$ cat config.mk
export PLATFORM = sky130hd
export DESIGN_NAME = vga_scan_timing
export DESIGN_NICKNAME = d
export VERILOG_FILES = /design/src/rtl/vga_scan_timing.sv
export SDC_FILE = /design/constraint.sdc
export NUM_CORES = 1
export LEC_CHECK = 0
export CORE_MARGIN = 2
export CORE_UTILIZATION = 60
export DETAILED_ROUTE_END_ITERATION = 6
export DONT_BUFFER_PORTS = 1
export HOLD_SLACK_MARGIN = 0.12
export PLACE_DENSITY = 0.8
export SYNTH_ARGS = -nofsm -noshare
export SYNTH_HDL_FRONTEND = slang
export SYNTH_SLANG_ARGS = --single-unit
$ cat constraint.sdc
create_clock -name clk -period 1.9 [get_ports clk]
set_input_delay 0.19 -clock clk [delete_from_list [all_inputs] [get_ports clk]]
set_output_delay 0.19 -clock clk [all_outputs]
set_load 0.005 [all_outputs]
$ cat src/rtl/vga_scan_timing.sv
// VGA scan timing: pixel prescaler, horizontal/vertical counters, syncs and
// the registered, blanked pixel that leaves for the DAC pins.
module vga_scan_timing #(
    parameter int CLK_DIV = 4,
    parameter int H_VIS   = 640,
    parameter int H_FP    = 16,
    parameter int H_SYNC  = 96,
    parameter int H_BP    = 48,
    parameter int V_VIS   = 480,
    parameter int V_FP    = 10,
    parameter int V_SYNC  = 2,
    parameter int V_BP    = 33
) (
    input  logic       clk,
    input  logic       rst_n,
    input  logic [5:0] rgb_in,
    output logic [9:0] horCnt,
    output logic [9:0] verCnt,
    output logic       pix_tick,
    output logic       video_on,
    output logic       hsync,
    output logic       vsync,
    output logic [5:0] rgb_out,
    output logic       frame_start
);
    localparam int H_TOTAL = H_VIS + H_FP + H_SYNC + H_BP;
    localparam int V_TOTAL = V_VIS + V_FP + V_SYNC + V_BP;
    localparam int DIV_W   = (CLK_DIV > 1) ? $clog2(CLK_DIV) : 1;

    localparam logic [DIV_W-1:0] DIV_LAST = DIV_W'(CLK_DIV - 1);
    localparam logic [9:0]       H_LAST   = 10'(H_TOTAL - 1);
    localparam logic [9:0]       V_LAST   = 10'(V_TOTAL - 1);

    // Window bounds carry an 11th bit so a sync pulse ending exactly at 1024 still compares correctly.
    localparam logic [10:0] H_VIS_B = 11'(H_VIS);
    localparam logic [10:0] HS_BEG  = 11'(H_VIS + H_FP);
    localparam logic [10:0] HS_END  = 11'(H_VIS + H_FP + H_SYNC);
    localparam logic [10:0] V_VIS_B = 11'(V_VIS);
    localparam logic [10:0] VS_BEG  = 11'(V_VIS + V_FP);
    localparam logic [10:0] VS_END  = 11'(V_VIS + V_FP + V_SYNC);

    logic [DIV_W-1:0] divider;
    logic [10:0]      h_ext;
    logic [10:0]      v_ext;
    logic             h_last;
    logic             v_last;
    logic             h_in_sync;
    logic             v_in_sync;

    function automatic logic [5:0] blank_pix(input logic vis, input logic [5:0] pix);
        return vis ? pix : 6'd0;
    endfunction

    assign h_ext     = {1'b0, horCnt};
    assign v_ext     = {1'b0, verCnt};
    assign h_last    = (horCnt == H_LAST);
    assign v_last    = (verCnt == V_LAST);
    assign h_in_sync = (h_ext >= HS_BEG) && (h_ext < HS_END);
    assign v_in_sync = (v_ext >= VS_BEG) && (v_ext < VS_END);
    assign video_on  = (h_ext < H_VIS_B) && (v_ext < V_VIS_B);
    assign pix_tick  = (divider == DIV_LAST);

    always_ff @(posedge clk or negedge rst_n) begin
        if (!rst_n) begin
            divider <= '0;
        end else if (pix_tick) begin
            divider <= '0;
        end else begin
            divider <= divider + 1'b1;
        end
    end

    // Pixel stage: pins are computed from the pre-edge counts, so they trail the counts by one pixel.
    always_ff @(posedge clk or negedge rst_n) begin
        if (!rst_n) begin
            horCnt      <= '0;
            verCnt      <= '0;
            hsync       <= 1'b1;
            vsync       <= 1'b1;
            rgb_out     <= '0;
            frame_start <= 1'b0;
        end else if (pix_tick) begin
            rgb_out     <= blank_pix(video_on, rgb_in);
            hsync       <= !h_in_sync;
            vsync       <= !v_in_sync;
            horCnt      <= h_last ? 10'd0 : horCnt + 10'd1;
            if (h_last) begin
                verCnt <= v_last ? 10'd0 : verCnt + 10'd1;
            end
            frame_start <= h_last && v_last;
        end else begin
            frame_start <= 1'b0;
        end
    end
endmodule

==> results of run 1 <==
[Yosys cell counts, types with 2 or more instances]
| master | n | area (µm²) |
|---|---|---|
| nor2_1 | 9 | 33.78 |
| nand4_1 | 6 | 37.54 |
| nand3b_1 | 2 | 15.01 |
| clkbuf_1 | 3 | 11.26 |
| xor2_1 | 3 | 26.28 |
| a31oi_1 | 2 | 12.51 |
| inv_1 | 13 | 48.80 |
| nor2b_1 | 2 | 12.51 |
| ha_1 | 6 | 75.07 |
| o21ai_0 | 7 | 35.03 |
| and3_1 | 2 | 12.51 |
| a21oi_1 | 3 | 15.01 |
| nand3_1 | 11 | 55.05 |
| mux2i_1 | 2 | 20.02 |
| nand2_1 | 12 | 45.04 |
| o22ai_1 | 6 | 37.54 |
| xnor2_1 | 7 | 61.31 |
| nor3_1 | 4 | 20.02 |
| dfrtp_1 | 29 | 725.7 |
| dfstp_2 | 2 | 52.55 |
[final timing paths]
| path | start | depth (start not counted) | endpoint |
|---|---|---|---|
| min in group clk | divider[0]$_DFF_PN0_ | 1 | divider[0]$_DFF_PN0_ |
| worst max register to register | verCnt[0]$_DFFE_PN0P_ | 6 | verCnt[3]$_DFFE_PN0P_ |
| worst min register to register | divider[0]$_DFF_PN0_ | 1 | divider[0]$_DFF_PN0_ |
| worst min-delay path | rst_n | 2 | verCnt[9]$_DFFE_PN0P_ |
| max in group asynchronous | rst_n | 2 | vsync$_DFFE_PN1P_ |
| worst max-delay path | verCnt[0]$_DFFE_PN0P_ | 6 | verCnt[3]$_DFFE_PN0P_ |
[routing by layer]
metal | GRT usage | vias up | part of all wire
met2 | 0.4297 | 53 | 0.50
li1 | - | 587 | -
met5 | 0 | - | 0
met4 | 0.1125 | 0 | 0.019
met1 | 0.2905 | 611 | 0.41
met3 | 0.09016 | 8 | 0.072
[layout make-up]
type | instances | area [µm²]
repair buffers | 26 | 225.2
multi-input cells | 101 | 676.9
flip-flops and latches | 31 | 778.2
clock buffers | 6 | 51.30
fillers | 164 | 579.3
well taps | 30 | 37.54
inverters | 13 | 48.80
clock inverters | 2 | 35.03
[placed cells by master, fill, tap and decap left out, types with 2 or more instances in the layout]
cell type	count
nand3_1	11
nor2_1	9
dfstp_2	2
dlygate4sd3_1	7
o22ai_1	6
xor2_1	3
nand3b_1	2
nor2b_1	2
a21oi_1	3
dfrtp_1	29
buf_4	18
mux2i_1	2
nand2_1	12
clkbuf_4	5
and3_1	2
xnor2_1	7
inv_1	13
ha_1	6
o21ai_0	7
a31oi_1	2
nor3_1	4
nand4_1	6
[power groups by stage]
stage	registers [µW]	logic [µW]	clock network [µW]
global route	672	40.5	578
floorplan	683	5.90	0
detailed placement	684	6.83	0
finish	671	36.1	537
global placement	684	6.24	0
CTS	671	36.2	540
[what timing repair did]
action,4_1_cts,5_1_grt
buffers inserted,0,1
setup endpoints to repair,0,2
gates resized for setup,0,0
endpoints found under the hold margin,37,0
hold buffers,8,0
[cells by family after synthesis]
logic type,share of synthesized area
AOI/OAI and AO/OA,0.09031
xor gates and xnor gates,0.05748
adders and majority gates,0.04926
buffers and inverters,0.04515
DFF,0.5107
muxes,0.01314
and+or+nand+nor,0.2340
[registers in the layout, summed over array words and instances, names as in the netlist]
name / flops
rgb_out: 6
divider: 2
hsync: 1
verCnt: 10
vsync: 1
horCnt: 10
frame_start: 1
[per-stage QoR]
stage	setup TNS, ps	utilization	worst slack [ps]	cell area (µm²)	total power [µW]
6_report	0	0.7618	13.50	1853	1244
5_1_grt	-86.09	0.7618	-45.57	1853	1291
4_1_cts	0	0.7587	37.33	1846	1247
3_5_place_dp	0	0.6862	161.0	1669	690.8
3_3_place_gp	0	0.6862	192.9	1669	689.9
2_1_floorplan	0	-	86.60	1524	688.8
==> out/results.ini, run 1 <==
[logic_synthesis]
seq_area_frac_synth = 0.5107
synth_edf_count = 0
netlist_area_um2 = 1524
synthFlopType = dfrtp_1
synth_warnings = 0
syn_nets = 164
syn-mean-instance-area_um2 = 10.16
synth-seq-cells = 31
synth_cells = 150
yosys.cell_types.count = 39
async_reset_ff_frac = 1.000

[timing]
clock_skew_ps = 15.02
fmax_mhz = 530.1
fin_crit_ps = 1886
finalSetupViolCount = 0
relSlewSlack = 0.7983
finalHoldWorstSlack_ps = 297.8
drv_slew = 0
worst_pin_slew_ps = 298.4
hold_viol_final = 0
finalCritPeriodShare = 0.9929

[power_and_ir_drop]
leakagePower_uw = 0.0008403
p_int_uw = 994.3
seqPwrFrac = 0.539
p_comb_frac = 0.029
max-vdd-ir-drop_uv = 666.1
swShare = 0.2007
switching_power_uw = 249.7
p_clk_frac = 0.432
power.density_nw_per_um2 = 671.3

[placement]
gp_congestion = 0.8729
dpl.hpwl_um = 2350
placedCellCount = 192
portBuffers = 0

[critical_path]
crit_fanout = 6
path_class = reg2reg
endpoint_kind = register
start_kind = register
worstPathArrival_ps = 2100
cp_num_buf_inv = 1
crit_chain = inv_1, ha_1, nor4bb_1, nand4_1, a21o_2, a22o_1
critPathSlowestCell = dfrtp_1
crit_family = simple AND/OR/NAND/NOR gates
ff2ff_setup_slack_ps = 10
slowest_delay_ps = 400
required_ps = 2120

[floorplanning]
dieWidth_um = 54.40
design.core.area_um2 = 2432
initial_core_util = 0.6265
num_rows = 18
io_pins = 39
die_height_um = 54.40
die_area_um2 = 2959

[global_routing]
grt_usage = 0.2552
grt_max_degree = 32
overflow = 0
grt_pass1_wl_um = 5216
antenna_found_initial = 0
grt_pass1_vias = 1201

[cells_and_area]
drive_gt1_frac = 0.1955
syn_to_final_growth_pct = 21.59
layout.nets = 192
instances_no_fill = 209
diodes = 0

[detailed_routing]
drt_iter0_drc = 23
routed_wl_um = 3370
wl_per_cell_um = 16.12
via_per_inst = 6.024
dr.pass1.iters = 4
vias = 1259
drt.antenna.violating_nets = 0
drc = 0

[clock_tree]
cts_buffers = 5
clockBufferDepth = 2
clk_latency_ps = 330
h-tree-depth = 2
cts.clk_slew.worst_paths_ps = 100
clock-sinks = 31
root_buffer = clkbuf_4
cts_tree = yes

[job]
maxCapViolations = 0

[status]
status = finished clean

[worst_hold_path]
hold_path.class = in2async

No activity file was read; power rests on OpenSTA's default activity.
==> run 2: changes to the inputs <==
--- a/config.mk
+++ b/config.mk
@@ -5,7 +5,7 @@
 export SDC_FILE = /design/constraint.sdc
 export NUM_CORES = 1
 export LEC_CHECK = 0
-export CORE_MARGIN = 2
+export CORE_MARGIN = 8
 export CORE_UTILIZATION = 60
 export DETAILED_ROUTE_END_ITERATION = 6
 export DONT_BUFFER_PORTS = 1
==> run 2 against run 1 <==
Against the previous run: sequential power hardly changed; sequential share of layout area shrank 0.11 points; core utilization up 0.21 points; largest cell class unchanged; clock skew is 2.3 ps lower; wire length increased by 11%; flip-flop and latch count unchanged; register-to-register slack better by 100 ps.
==> out/results.ini, run 2 (synthesis results as in run 1) <==
[status]
status = finished clean  ; unchanged

[power_and_ir_drop]
max-vdd-ir-drop_uv = 826.0  ; was 666.1 µV
power.density_nw_per_um2 = 670.7  ; was 671.3 nW/µm²
leakagePower_uw = 0.0008407  ; was 0.0008403 µW

[detailed_routing]
drc = 0  ; unchanged
drt.antenna.violating_nets = 0  ; unchanged
dr.pass1.iters = 4  ; unchanged
via_per_inst = 6.077  ; was 6.024
routed_wl_um = 3729  ; was 3370 µm
vias = 1270  ; was 1259
wl_per_cell_um = 17.84  ; was 16.12 µm
drt_iter0_drc = 83  ; was 23

[critical_path]
crit_top_cell = nand2_1
r2r-start = divider[0]$_DFF_PN0_  ; was verCnt[0]$_DFFE_PN0P_
crit_family = simple AND/OR/NAND/NOR gates  ; unchanged
slowest_delay_ps = 520  ; was 400 ps
crit_fanout = 7  ; was 6
required_ps = 2180  ; was 2120 ps
startpoint = divider[0]$_DFF_PN0_  ; was verCnt[0]$_DFFE_PN0P_
worstPathArrival_ps = 2070  ; was 2100 ps
r2r_cells = 5  ; was 6
cp_num_buf_inv = 0  ; was 1
crit_chain = ha_1, nand2_1, or3_4, or4b_1, nand2_1  ; was inv_1, ha_1, nor4bb_1, nand4_1, a21o_2, a22o_1
endpoint_kind = register  ; unchanged
ff2ff_setup_slack_ps = 120  ; was 10 ps
path_class = reg2reg  ; unchanged
start_kind = register  ; unchanged
r2r_end = verCnt[4]$_DFFE_PN0P_  ; was verCnt[3]$_DFFE_PN0P_
critPathSlowestCell = or4b_1  ; was dfrtp_1

[global_routing]
overflow = 0  ; unchanged
use_met2 = 0.3040  ; was 0.4297
antenna_found_initial = 0  ; unchanged
globalRoute.busiestLayer = met2  ; unchanged
grtUsageMet3 = 0.09661  ; was 0.09016
grt_max_degree = 32  ; unchanged
grt_pass1_wl_um = 6003  ; was 5216 µm
grt_pass1_vias = 1244  ; was 1201
grt_usage = 0.1796  ; was 0.2552
met1_usage = 0.1832  ; was 0.2905

[cells_and_area]
layout_common_cells = 29 x dfrtp_1, 18 x buf_4, 13 x inv_1  ; unchanged
instances_no_fill = 209  ; unchanged
diodes = 0  ; unchanged
fin_area_um2 = 1858  ; was 1853 µm²
fin_util = 0.7639  ; was 0.7618
drive_gt1_frac = 0.2011  ; was 0.1955
nFillCells = 150  ; was 164
layout.nets = 192  ; unchanged
layout_commonest_cell = dfrtp_1  ; unchanged
syn_to_final_growth_pct = 21.92  ; was 21.59%
largestRegisters = horCnt x10, verCnt x10, rgb_out x6  ; unchanged

[timing]
fin_crit_ps = 1785  ; was 1886 ps
clock_skew_ps = 12.69  ; was 15.02 ps
hold_viol_final = 0  ; unchanged
drv_slew = 0  ; unchanged
worst_pin_slew_ps = 300.1  ; was 298.4 ps
finalSetupViolCount = 0  ; unchanged
fmax_mhz = 560.4  ; was 530.1 MHz
finalHoldWorstSlack_ps = 284.7  ; was 297.8 ps
relSlewSlack = 0.7993  ; was 0.7983
finalCritPeriodShare = 0.9392  ; was 0.9929

[clock_tree]
clock-sinks = 31  ; unchanged
root_buffer = clkbuf_4  ; unchanged
cts.clk_slew.worst_paths_ps = 100  ; about the same
cts_buffers = 5  ; unchanged
cts_tree = yes  ; unchanged
clk_latency_ps = 340  ; was 330 ps
clockBufferDepth = 2  ; unchanged
h-tree-depth = 2  ; unchanged

[placement]
dpl.hpwl_um = 2572  ; was 2350 µm
gp_congestion = 0.8432  ; was 0.8729
placedCellCount = 191  ; was 192
portBuffers = 0  ; unchanged
dpl-instance-area_um2 = 1662  ; was 1669 µm²

[worst_hold_path]
hold_path.class = in2async  ; unchanged

[floorplanning]
initial_core_util = 0.6265  ; unchanged
io_pins = 39  ; unchanged
die_height_um = 66.40  ; was 54.40 µm
die_area_um2 = 4408  ; was 2959 µm²
dieWidth_um = 66.40  ; was 54.40 µm
num_rows = 18  ; unchanged
design.core.area_um2 = 2432  ; unchanged

[job]
maxCapViolations = 0  ; unchanged

==> run 2: worst max path at each step <==
stage | to | slack (ps) | cells past startpoint
after global routing | verCnt[3]$_DFFE_PN0P_ | -3 | 6
after detailed placement | verCnt[4]$_DFFE_PN0P_ | 90 | 5
after floorplan | verCnt[4]$_DFFE_PN0P_ | 90 | 6
final | verCnt[4]$_DFFE_PN0P_ | 120 | 5
after global placement | verCnt[4]$_DFFE_PN0P_ | 190 | 5
after CTS | verCnt[4]$_DFFE_PN0P_ | 60 | 5
==> run 2: metrics by stage <==
step	setup WS (ps)	setup TNS, ps	power [µW]
final	115.5	0	1246
after global routing	-3.117	-5.751	1295
after CTS	59.00	0	1254
after detailed placement	87.14	0	692.5
after global placement	188.4	0	690.6
after floorplan	86.60	0	688.8
==> run 2: cell type report <==
type | count | area, µm² | area share
well taps | 30 | 37.54 | 0.02020
flip-flops and latches | 31 | 778.2 | 0.4189
repair buffers | 26 | 225.2 | 0.1212
clock inverters | 2 | 35.03 | 0.01886
clock buffers | 6 | 51.30 | 0.02761
inverters | 13 | 48.80 | 0.02626
multi-input cells | 101 | 681.9 | 0.3670
==> run 2: what timing repair did <==
item	4_1_cts	5_1_grt
setup buffers	0	2
setup endpoints to repair	0	3
gates resized for setup	0	1
hold buffers	8	0
hold endpoints to repair	37	0
==> run 2: per-layer routing <==
layer,share of wire,up-vias,routed length (µm)
met5,0,-,0
met4,0.014,0,51
met3,0.11,9,418
met2,0.50,68,1875
met1,0.37,608,1383
li1,-,585,-
==> run 2: where the power goes <==
part,internal (µW),total [µW],switching [µW]
sequential,666,672,5.91
clock,311,538,227
combinational,17.4,36.6,19.2
total,994,1250,252
==> run 3: changes to the inputs <==
--- a/config.mk
+++ b/config.mk
@@ -7,6 +7,7 @@
 export LEC_CHECK = 0
 export CORE_MARGIN = 8
 export CORE_UTILIZATION = 60
+export CTS_BUF_LIST = sky130_fd_sc_hd__clkbuf_4 sky130_fd_sc_hd__clkbuf_8
 export DETAILED_ROUTE_END_ITERATION = 6
 export DONT_BUFFER_PORTS = 1
 export HOLD_SLACK_MARGIN = 0.12
==> results of run 3 <==
No change in the layout: final DEF, timing and power equal those of run 2.
